**src/rtl/cnn_pkg.sv**
```systemverilog
// Shared types and widths for the convolution engine control path.
package cnn_pkg;

   // Loop counter width, shared by the layer sequencer and the PE FSM.
   localparam int CNT_W = 8;

   // Width of the PE watchdog counter.
   localparam int WD_W = 16;

   typedef enum logic [2:0] {
      S_IDLE,
      S_WREQ,
      S_PE_GO,
      S_PE_WAIT,
      S_OFM_WR,
      S_FIN
   } conv_seq_state_t;

endpackage

```
**src/rtl/conv_layer_seq.sv**
```systemverilog
// Layer-level sequencer: for every output filter, walk every input channel
// (load weights, run one PE plane pass), then write the finished OFM back.
module conv_layer_seq
   import cnn_pkg::*;
#(
   parameter int KERNEL_SIZE = 4,
   parameter int IFM_SIZE    = 9,
   parameter int CI          = 3,
   parameter int CO          = 4,
   parameter int TIMEOUT     = 1023
) (
   input  logic             clk1,
   input  logic             rst,
   input  logic             start,
   output logic             busy,
   output logic             done,
   output logic             err,
   output logic             wgt_req,
   input  logic             wgt_ack,
   output logic [CNT_W-1:0] wgt_ch,
   output logic [CNT_W-1:0] wgt_filt,
   output logic             pe_start,
   input  logic             pe_done,
   output logic             psum_clr,
   output logic             psum_last,
   output logic [7:0]       pe_ksize,
   output logic [7:0]       pe_ifm_size,
   output logic             ofm_wr_req,
   input  logic             ofm_wr_ack,
   output logic [CNT_W-1:0] ofm_filt
);

   // Counters are 8 bit; larger layers cannot be walked.
   if (CI < 1 || CI > 255) begin : g_bad_ci
      $error("conv_layer_seq: CI must be in 1..255");
   end
   if (CO < 1 || CO > 255) begin : g_bad_co
      $error("conv_layer_seq: CO must be in 1..255");
   end
   if (TIMEOUT < 1 || TIMEOUT > 65536) begin : g_bad_timeout
      $error("conv_layer_seq: TIMEOUT must be in 1..65536");
   end

   localparam logic [CNT_W-1:0] CH_LAST   = CNT_W'(CI - 1);
   localparam logic [CNT_W-1:0] FILT_LAST = CNT_W'(CO - 1);
   // err is registered, so the abort decision is taken one count early to
   // land err exactly TIMEOUT+1 cycles after pe_start.
   localparam logic [WD_W-1:0]  WD_LIMIT  = WD_W'(TIMEOUT - 1);

   conv_seq_state_t  state;
   logic [CNT_W-1:0] ch;
   logic [CNT_W-1:0] filt;
   logic [WD_W-1:0]  wd;
   logic             err_r;

   // Sequencer FSM: state, loop counters, watchdog and the err pulse.
   // NOTE: sequential state uses non-blocking assignments only, so every
   // right-hand side sees the pre-edge value regardless of statement order.
   always_ff @(posedge clk1) begin
      if (rst) begin
         state <= S_IDLE;
         ch    <= '0;
         filt  <= '0;
         wd    <= '0;
         err_r <= 1'b0;
      end else begin
         err_r <= 1'b0;
         case (state)
            S_IDLE: begin
               if (start) begin
                  ch    <= '0;
                  filt  <= '0;
                  state <= S_WREQ;
               end
            end
            S_WREQ: begin
               if (wgt_ack) state <= S_PE_GO;
            end
            S_PE_GO: begin
               wd    <= '0;
               state <= S_PE_WAIT;
            end
            S_PE_WAIT: begin
               if (pe_done) begin
                  if (ch < CH_LAST) begin
                     ch    <= ch + 1'b1;
                     state <= S_WREQ;
                  end else begin
                     state <= S_OFM_WR;
                  end
               end else if (wd == WD_LIMIT) begin
                  err_r <= 1'b1;
                  state <= S_IDLE;
               end else begin
                  wd <= wd + 1'b1;
               end
            end
            S_OFM_WR: begin
               if (ofm_wr_ack) begin
                  if (filt < FILT_LAST) begin
                     filt  <= filt + 1'b1;
                     ch    <= '0;
                     state <= S_WREQ;
                  end else begin
                     state <= S_FIN;
                  end
               end
            end
            S_FIN: begin
               state <= S_IDLE;
            end
            default: state <= S_IDLE;
         endcase
      end
   end

   // Moore outputs decoded purely from registered state: no input-to-output path.
   assign busy        = (state != S_IDLE);
   assign done        = (state == S_FIN);
   assign err         = err_r;
   assign wgt_req     = (state == S_WREQ);
   assign pe_start    = (state == S_PE_GO);
   assign ofm_wr_req  = (state == S_OFM_WR);
   assign wgt_ch      = ch;
   assign wgt_filt    = filt;
   assign ofm_filt    = filt;
   // Gated by busy so both flags read 0 while idle and after reset.
   assign psum_clr    = busy && (ch == '0);
   assign psum_last   = busy && (ch == CH_LAST);
   assign pe_ksize    = 8'(KERNEL_SIZE);
   assign pe_ifm_size = 8'(IFM_SIZE);

endmodule
```
**config.mk**
```make
export PLATFORM = sky130hd
export DESIGN_NAME = conv_layer_seq
export DESIGN_NICKNAME = d
export VERILOG_FILES = /design/src/rtl/cnn_pkg.sv /design/src/rtl/conv_layer_seq.sv
export SDC_FILE = /design/constraint.sdc
export NUM_CORES = 1
export LEC_CHECK = 0
export CORE_MARGIN = 5
export CORE_UTILIZATION = 30
export DETAILED_ROUTE_END_ITERATION = 8
export MAX_ROUTING_LAYER = met4
export SETUP_SLACK_MARGIN = 0.15
export SLEW_MARGIN = 15
export SYNTH_ARGS = -nofsm -noshare
export SYNTH_HDL_FRONTEND = slang
export SYNTH_SLANG_ARGS = --single-unit
export TNS_END_PERCENT = 30
```
**constraint.sdc**
```tcl
create_clock -name clk1 -period 3.35 [get_ports clk1]
set_input_delay 0.5025 -clock clk1 [delete_from_list [all_inputs] [get_ports clk1]]
set_output_delay 0.5025 -clock clk1 [all_outputs]
set_load 0.005 [all_outputs]
```
==> results.md <==
- Run status: finished clean
- Clock skew after layout: 7.82 ps
- Number of cells on the worst hold path: 2
- Final wirelength: 4360 um
- Crit path max-delay cell type: nor4_1
- Number of gates resized after cts: 0
- Final Cycle Share: 0.770
- Transition at the pin with the smallest max-transition slack: 593 ps
- Synth area leaders: dfxtp_1, buf_4, nor2_1, xnor2_1, nor3_1
- DR vias: 1,647
- Worst Reg2Reg Path Length in Cells: 5
- Core Area: about 0.0067 sq mm
- Setup Total Neg Slack: 0 ps
- Async set-or-reset flop fraction in the synthesized netlist: 0
- Initial DRT Pass Iterations: 4
- Clock tree from TritonCTS: built
- Synthesized flop and latch total: 36
- Worst vdd ir: about 130 uV
- Yosys synthesis warning count: 0
- Standard-cell rows: 30
- Worst reg-to-reg setup slack: 1180 ps
- Number of antenna violations at the first check in global routing: 0
- Classification of the worst-slack hold path: flop to flop
- Count of nets left with antenna violations after detail routing: 0
- Min-Delay Startpoint: wgt_ch[3]$_SDFFE_PP0P_
- Worst setup path class: flop to output port
- Slowest Stage Delay on Critical Path: 510 ps
- Placed Cells incl. Taps: 338
- Total I/O pin count: 54
- Number of hold buffers added after CTS: 0
- Global route overflow: 0
- Number of buffers inserted by port buffering: 37
- Wire length of the first global-routing pass: 7420 um
- Worst endpoint required time: 2850 ps
- Leak: 0.832 nW
- Buffer and inverter count on the worst path: 1
- Final cell count without fillers: 346
- Buffer cell driving the clock tree root: clkbuf_8
- Cell depth of the worst setup path: 5
- Critical path startpoint category: flop
- Startpoint of the lowest-slack register-to-register path: state[2]$_SDFFE_PP0P_
- Max transition margin: 0.602
- Full die area: 0.00854 sq mm
- Critical path, cell by cell: nor4_1, nand2_1, nor3_1, and2_1, clkdlybuf4s50_1
- Final weighted congestion of routability-driven global placement: 0.847
- Combined global-route utilization of all metal layers: 0.109
- Wire length per cell: 12.6 um
- Layout cell share with drive strength beyond 1: 0.0865
- Diodes inserted: 0
- Endpoint, Worst Hold: wgt_ch[3]$_SDFFE_PP0P_
- Dominant register cell in the synthesized netlist: dfxtp_1
- Top cells by instance count after synthesis: dfxtp_1, nor2_1, buf_4
- Destination of the worst register-to-register timing path: wgt_ch[0]$_SDFFE_PP0P_
- Count of endpoints failing setup in the final report: 0
- Number of buffers added for setup after CTS: 0
- Max-capacitance violation count: 0
- Count of flip-flops with a built-in enable after synthesis: 0
- Clk pin slew, worst setup/hold paths: approximately 70 ps
- Count of endpoints failing hold in the final timing report: 0
- Die height: 92.4 um
- Top achievable clock speed: 0.388 GHz
- Max Transition Viols Final: 0
- Largest fanout of any net on the critical path: 6
- Cts bufs inserted: 5
- Skew-Pair Late Insertion Delay: between 200 and 300 ps
- Area of all placed cells without fillers: 0.00243 sq mm
- RSZ-0062 raised after global routing: false
- Initial detailed-routing violation count: 80
- Total power per unit cell area: between 300 and 400 mW/mm^2
- Top cell family by delay on the critical path: simple AND/OR/NAND/NOR gates
- Vias in the first global route: 1,613
- Area added between synthesis and finish: 19.3%
- Number of nets in the finished design: 277
- Total number of clock tree sinks: 36
- End-of-flow core utilization: 0.362
- Total placed instance area: 0.00234 sq mm
- Longest Clk Path Bufs: 2
- Pin count of the biggest net entering global routing: 15
- Post-synthesis instance area: roughly 0.0020 sq mm
- Via density per instance: 4.76
- Die X: 92.4 um
- Initial Util: 0.303
- Crit path DAT: 2080 ps
- Post-synthesis sequential area ratio: 0.354
- CTS H-tree depth: 2
- Most common cell in the synthesized netlist: dfxtp_1
- Gate Count Post-Synth: 240
- Hpwl dp: 3300 um
- Tmin final: 2580 ps
- Fraction of synthesized cell area taken by the top area cell type: 0.354
- Setup crit end kind: output port
- DRC errors left: 0
- Area leader, netlist: dfxtp_1
- Syn Area/Cell: 8.49 sq um
- Count of distinct cell types in the synthesized netlist: 46
[area by class of cell]
type	count	area, sq um
fillers	687	4290
multi-input cells	176	1100
flip-flops and latches	36	721
repair buffers	38	378
well taps	80	100
clock buffers	7	86.3
inverters	8	35.0
clock inverters	1	7.51
[routing by layer]
layer  routed length, um  GRT usage  vias to the layer above
met2                2140      0.176                       36
met5                   0          -                        -
li1                    -          -                      845
met1                2040      0.132                      763
met4                  29     0.0334                        0
met3                 153     0.0284                        3
[registers in the layout, summed over array words and instances (netlist names)]
name,cells
state,3
err,1
ofm_filt,8
wgt_ch,8
wd,16
[power breakdown]
group          leakage (nW)  internal (W)  switching, W  total (W)
Sequential            0.290      0.000432     0.0000116   0.000444
Combinational         0.497     0.0000449     0.0000523  0.0000972
Clock                0.0445      0.000167      0.000150   0.000317
[kinds of logic (layout without fill, tap and decap cells)]
kind of cell             count (synthesis)  count (layout)  share of synthesized area
AO/OA/AOI/OAI                           25              25                     0.0872
XOR/XNOR                                15              15                     0.0645
adder cells (fa/ha/maj)                  6               6                     0.0369
buffers and inverters                   42              54                      0.130
flip-flops                              36              36                      0.354
multiplexers                             6               6                     0.0295
other                                    2              16                    0.00369
AND/OR/NAND/NOR                        108             108                      0.294
[through the flow]
step,total power (W),worst slack (ps),hold WS (ps)
3_3_place_gp,0.000552,917,484
4_1_cts,0.000876,683,506
3_5_place_dp,0.000552,882,495
5_1_grt,0.000905,582,537
6_report,0.000858,770,507
2_1_floorplan,0.000530,1290,466
[worst max-delay path by stage]
stage | start | to
detailed placement | start | wgt_ch[0]$_SDFFE_PP0P_
global placement | pe_done | wgt_ch[7]$_SDFFE_PP0P_
finish | wgt_ch[2]$_SDFFE_PP0P_ | psum_last
floorplan | wd[0]$_SDFFE_PP0P_ | wd[0]$_SDFFE_PP0P_
global route | wgt_ch[2]$_SDFFE_PP0P_ | psum_last
CTS | wgt_ch[2]$_SDFFE_PP0P_ | psum_last
[worst register-to-register path: cells and delay by family (launching register included)]
| family | cells | cell delay (ps) |
|---|---|---|
| AOI/OAI and AO/OA | 1 | 410 |
| DFF | 1 | 550 |
| and+or+nand+nor | 4 | 1150 |
[placed cells by master, fill, tap and decap left out, types with 2 or more instances in the layout]
cell type / instances
a211oi_1: 2
nand2_1: 9
ha_1: 6
and4_1: 2
conb_1: 16
o21a_1: 2
nand4_1: 8
xnor2_1: 10
dfxtp_1: 36
inv_1: 7
xor2_1: 5
nor4_1: 6
a21oi_1: 8
nor2_1: 32
o21ai_0: 4
or3_1: 5
a41oi_1: 3
and2_1: 5
or2_2: 4
a21oi_2: 2
nor3_1: 16
clkbuf_8: 6
nor3b_1: 2
mux2i_1: 6
and3_1: 3
clkdlybuf4s50_1: 37
nand3_1: 4
No activity file was read; power rests on OpenSTA's default activity.
==> patch 1, RTL diff (same flow settings) <==
Put one more register stage on the output `err`, with the module's reset. The value now appears one clock later. The other outputs are not delayed to match. Comments in the files are not updated.
--- a/src/rtl/conv_layer_seq.sv
+++ b/src/rtl/conv_layer_seq.sv
@@ -118,5 +118,11 @@
    assign busy        = (state != S_IDLE);
    assign done        = (state == S_FIN);
-   assign err         = err_r;
+   always_ff @(posedge clk1) begin
+      if (rst) begin
+         err <= '0;
+      end else begin
+         err <= err_r;
+      end
+   end
    assign wgt_req     = (state == S_WREQ);
    assign pe_start    = (state == S_PE_GO);
Function: same outputs for any inputs over 10 cycles, from zero or initial values and one cycle with rst high; that may be too few to reach the edited logic, so the function may still have changed.
==> patch 1 against the original RTL <==
  * Setup slack better by 0.52 ps
  * Combinational power shrank 17%
  * Wire length shrank 6.5%
  * Power is 16% higher
  * Register-to-register slack better by 230 ps
  * Synthesized area shrank 2.0%
  * Via count fell by 7.1%
  * Critical path depth down 1
  * Sequential cell count grew 1
  * Final area rose by 0.26%
  * Global-route usage decreased by 0.47 points
  * Critical path type unchanged
  * Critical endpoint unchanged
  * Largest power group is now clock
==> patch 1: results (changes against the original RTL) <==
[global_route]
grt_util_all_layers=0.104  ; -0.00466
grt_max_degree=16  ; +1
grt_pass1_vias=1444  ; -10%
grt_pass1_wl_mm=6.91  ; -6.8%

[drt]
routed_wl_mm=4.08  ; -6.5%
routed_via_density=4.71  ; -1.1%
vias=1530  ; -7.1%
initialDrtViolationCount=81  ; +1.3%

[pwr]
ir_worst_vdd_uv=173  ; +29%
power_leakage_nw=0.904  ; +8.7%
switching_power_mw=0.218  ; +2.0%

[synthesis]
synthXorXnorAreaFrac=0.0614  ; -0.00305
synth_commonest_cells=dfxtp_1 (37), buf_4 (24), nor2_1 (23)
avgSynthCellArea_um2=9.11  ; +7.4%
yosys.area_share.adder=0.0376  ; +0.000763
synthMuxAreaShare=0.0263  ; -0.00315
synth-seq-area-share=0.371  ; +0.0174
synth_compound_area_frac=0.123  ; +0.0357

[sta]
fin_skew_ps=13.4  ; +5.60 ps
worst_pin_slew_ps=719  ; +126 ps

[placed_design]
preCtsSetupSlack_ps=1080  ; +203 ps
place_hpwl_mm=3.11  ; -5.7%
dpl.cell_count=317  ; -6.2%

[cells_and_area]
drive_above_1_share=0.0968  ; +0.0103
layout.nets=259  ; -6.5%

[worst_hold_path]
min-delay-start=err_r
hold-path-cell-count=1  ; -1

[worst_setup_path]
critPathSlowestCell=clkdlybuf4s50_1
r2r_cells=6  ; +1
path_max_fanout=4  ; -2
r2r-start=wd[0]

[run_status]
status=finished clean

## patch 1: final timing paths
path | slack, ps | to
setup reg to reg | 1410 | wd[0]
setup / recovery | 770 | psum_last
hold reg to reg | 450 | err
hold / removal | 450 | err
## patch 1: per-stage QoR
stage,area [um^2],hold WS (ps),utilization,total power [mW]
after global placement,2300,448,0.359,0.544
final,2440,447,0.380,0.995
after global routing,2440,467,0.380,1.03
after floorplan,2050,414,-,0.525
after detailed placement,2300,431,0.359,0.545
after CTS,2440,451,0.380,1.00
## patch 1: final cells by class
class | instances | area (um^2)
multi-input combinational | 159 | 1070
fill | 644 | 3990
timing repair buffer | 38 | 378
sequential | 37 | 741
inverter | 6 | 22.5
clock inverter | 3 | 65.1
tap | 77 | 96.3
clock buffer | 5 | 68.8
## patch 1: critical path: cells and delay by family (launching register included)
family / cells / cell delay, ps
AND/OR/NAND/NOR: 3 / 950
buffers and inverters: 1 / 500
flip-flops: 1 / 340
## patch 1: logic make-up after synthesis
kind of cell / count (synthesis)
compound gates: 31
xor+xnor: 14
fa+ha+maj: 6
buf+inv: 37
flops: 37
mux: 5
other cells: 2
simple gates: 87
## patch 1: power by group through the flow
| stage | Clock (mW) | Sequential (mW) | Combinational, mW |
|---|---|---|---|
| 4_1_cts | 0.468 | 0.452 | 0.0824 |
| 6_report | 0.461 | 0.453 | 0.0811 |
| 3_3_place_gp | 0 | 0.463 | 0.0805 |
| 5_1_grt | 0.488 | 0.454 | 0.0917 |
| 2_1_floorplan | 0 | 0.457 | 0.0685 |
| 3_5_place_dp | 0 | 0.463 | 0.0818 |
## patch 1: metal layers
layer	part of all wire	routed length (um)	vias up	global-route usage
met4	0.013	54	0	0.0528
met3	0.039	158	2	0.0190
met1	0.47	1900	710	0.124
met2	0.48	1970	37	0.167
met5	0	0	-	-
li1	-	-	781	-
==> patch 2, RTL diff (config.mk and constraints unchanged) <==
Made on the original files. Change the parameter `TIMEOUT` from 1023 to 511.
--- a/src/rtl/conv_layer_seq.sv
+++ b/src/rtl/conv_layer_seq.sv
@@ -8,5 +8,5 @@
    parameter int CI          = 3,
    parameter int CO          = 4,
-   parameter int TIMEOUT     = 1023
+   parameter int TIMEOUT     = 511
 ) (
    input  logic             clk1,
Formal check against the unedited RTL: same outputs for any inputs over 10 cycles, from zero or initial values and one cycle with rst high; that may be too few to reach the edited logic, so the function may still have changed.
==> patch 2 against the original RTL <==
  * Largest cell class unchanged
  * Sequential cell count is the same
  * Wire length grew 16%
  * Critical endpoint unchanged
  * Final area grew 4.5%
  * Clock skew grew 0.53 ps
  * Power grew 4.7%
  * Synthesized area grew 3.6%
  * Largest power group unchanged
  * Setup slack lost 240 ps
  * Combinational power shrank 20%
==> patch 2: results (changes against the original RTL) <==
[synthesis]
async_reset_ff_frac=0  ; unchanged
synth-seq-area-share=0.342  ; -0.0122
synth_area_leaders=dfxtp_1 (34%), buf_4 (8.9%), a21oi_1 (3.8%)
ys.warnings.count=0  ; unchanged
synth-main-ff-cell=dfxtp_1
ys_types=48  ; +4.3%
synth_commonest_cells=dfxtp_1 (36), buf_4 (25), a21oi_1 (16)

[clock_network]
clk_pin_slew_ps=80
root_buffer=clkbuf_8
post-cts-setup-buffers=0  ; unchanged
htreeDepth=2  ; unchanged
cts.repair.resized=0  ; unchanged
insertion_delay_ps=290  ; about the same
ctsLongestPathBuffers=2  ; unchanged
cts_made_buffers=5  ; unchanged

[drt]
routed_wl_mm=5.05  ; +16%
initialDrtViolationCount=114  ; +43%
routed_via_density=5.06  ; +6.4%
drtPass1Iterations=4  ; unchanged
wirelength_met1_mm=2.36  ; +16%
top_layer=met4
wl_met2_mm=2.36  ; +10%
route.met3.wl_um=267  ; +75%

[sta]
fin_skew_ps=8.34  ; +0.526 ps
worst_pin_slew_ps=707  ; +114 ps

[placed_design]
portBuffers=37  ; unchanged
place_hpwl_mm=3.70  ; +12%
postPlaceCellArea_um2=2430  ; +4.1%
preCtsSetupSlack_ps=830  ; -51.6 ps
gp_congestion=0.830  ; -2.0%

[pwr]
ir_worst_vdd_uv=157  ; +17%
switching_power_mw=0.214  ; about the same
power_leakage_nw=0.884  ; +6.2%
pwr-share-clk=0.423  ; +0.054

[worst_setup_path]
path_max_fanout=4  ; -2
path_delay_family=simple AND/OR/NAND/NOR gates
crit_path_max_incr_delay_ps=520
critPathSlowestCell=nor4_1

[cells_and_area]
regMostFlops=wd
drive_above_1_share=0.0752  ; -0.0113
n_antenna_cell=0  ; unchanged
layout.nets=277  ; unchanged
largest_reg_flops=16  ; unchanged

[global_route]
grt_util_all_layers=0.127  ; +0.0178
grt_max_degree=19  ; +4
grt_pass1_vias=1856  ; +15%
grt_pass1_wl_mm=8.84  ; +19%
antenna_found_initial=0  ; unchanged

[run_status]
status=finished clean

[worst_hold_path]
hp-class=flop to flop

[patch 2: cell families after synthesis]
family | share of synthesized area
AOI/OAI and AO/OA | 0.166
and+or+nand+nor | 0.303
other | 0.00356
adders and majority gates | 0.0356
DFF | 0.342
buffers and inverters | 0.122
muxes | 0.0285
[patch 2: cell type report]
cell class / count / area (um^2)
inverters: 8 / 30.0
well taps: 96 / 120
clock inverters: 2 / 35.0
repair buffers: 38 / 378
fillers: 722 / 4290
multi-input cells: 176 / 1180
flip-flops and latches: 36 / 721
clock buffers: 6 / 72.6
[patch 2: power groups by stage]
stage	clock [mW]	combinational [mW]	sequential, mW
floorplan	0	0.0651	0.443
global placement	0	0.0771	0.450
detailed placement	0	0.0782	0.450
CTS	0.386	0.0785	0.440
global route	0.409	0.0880	0.441
finish	0.380	0.0781	0.440
[patch 2: worst paths after layout]
path | from | end | slack [ps] | cells past startpoint
worst min register to register | wd[15] | wd[15] | 480 | 2
worst min-delay path | wd[15] | wd[15] | 480 | 2
worst max register to register | state[0] | wd[2] | 1270 | 3
worst max-delay path | wgt_ch[3] | psum_last | 530 | 4
[patch 2: worst min-delay path: stages (launching register included)]
cell	delay, ps
dfxtp_1	330
nand2_1	50
mux2i_1	50
[patch 2: per-layer routing]
| metal | GRT usage | vias up |
|---|---|---|
| met4 | 0.0385 | 0 |
| met5 | - | - |
| met3 | 0.0377 | 6 |
| met2 | 0.199 | 56 |
| li1 | - | 914 |
| met1 | 0.156 | 857 |
[patch 2: metrics by stage]
| stage | cells | power, mW | hold WS [ps] |
|---|---|---|---|
| finish | 362 | 0.899 | 479 |
| global route | 362 | 0.938 | 520 |
| CTS | 362 | 0.904 | 480 |
| detailed placement | 354 | 0.528 | 470 |
| global placement | 354 | 0.527 | 461 |
| floorplan | 254 | 0.508 | 443 |
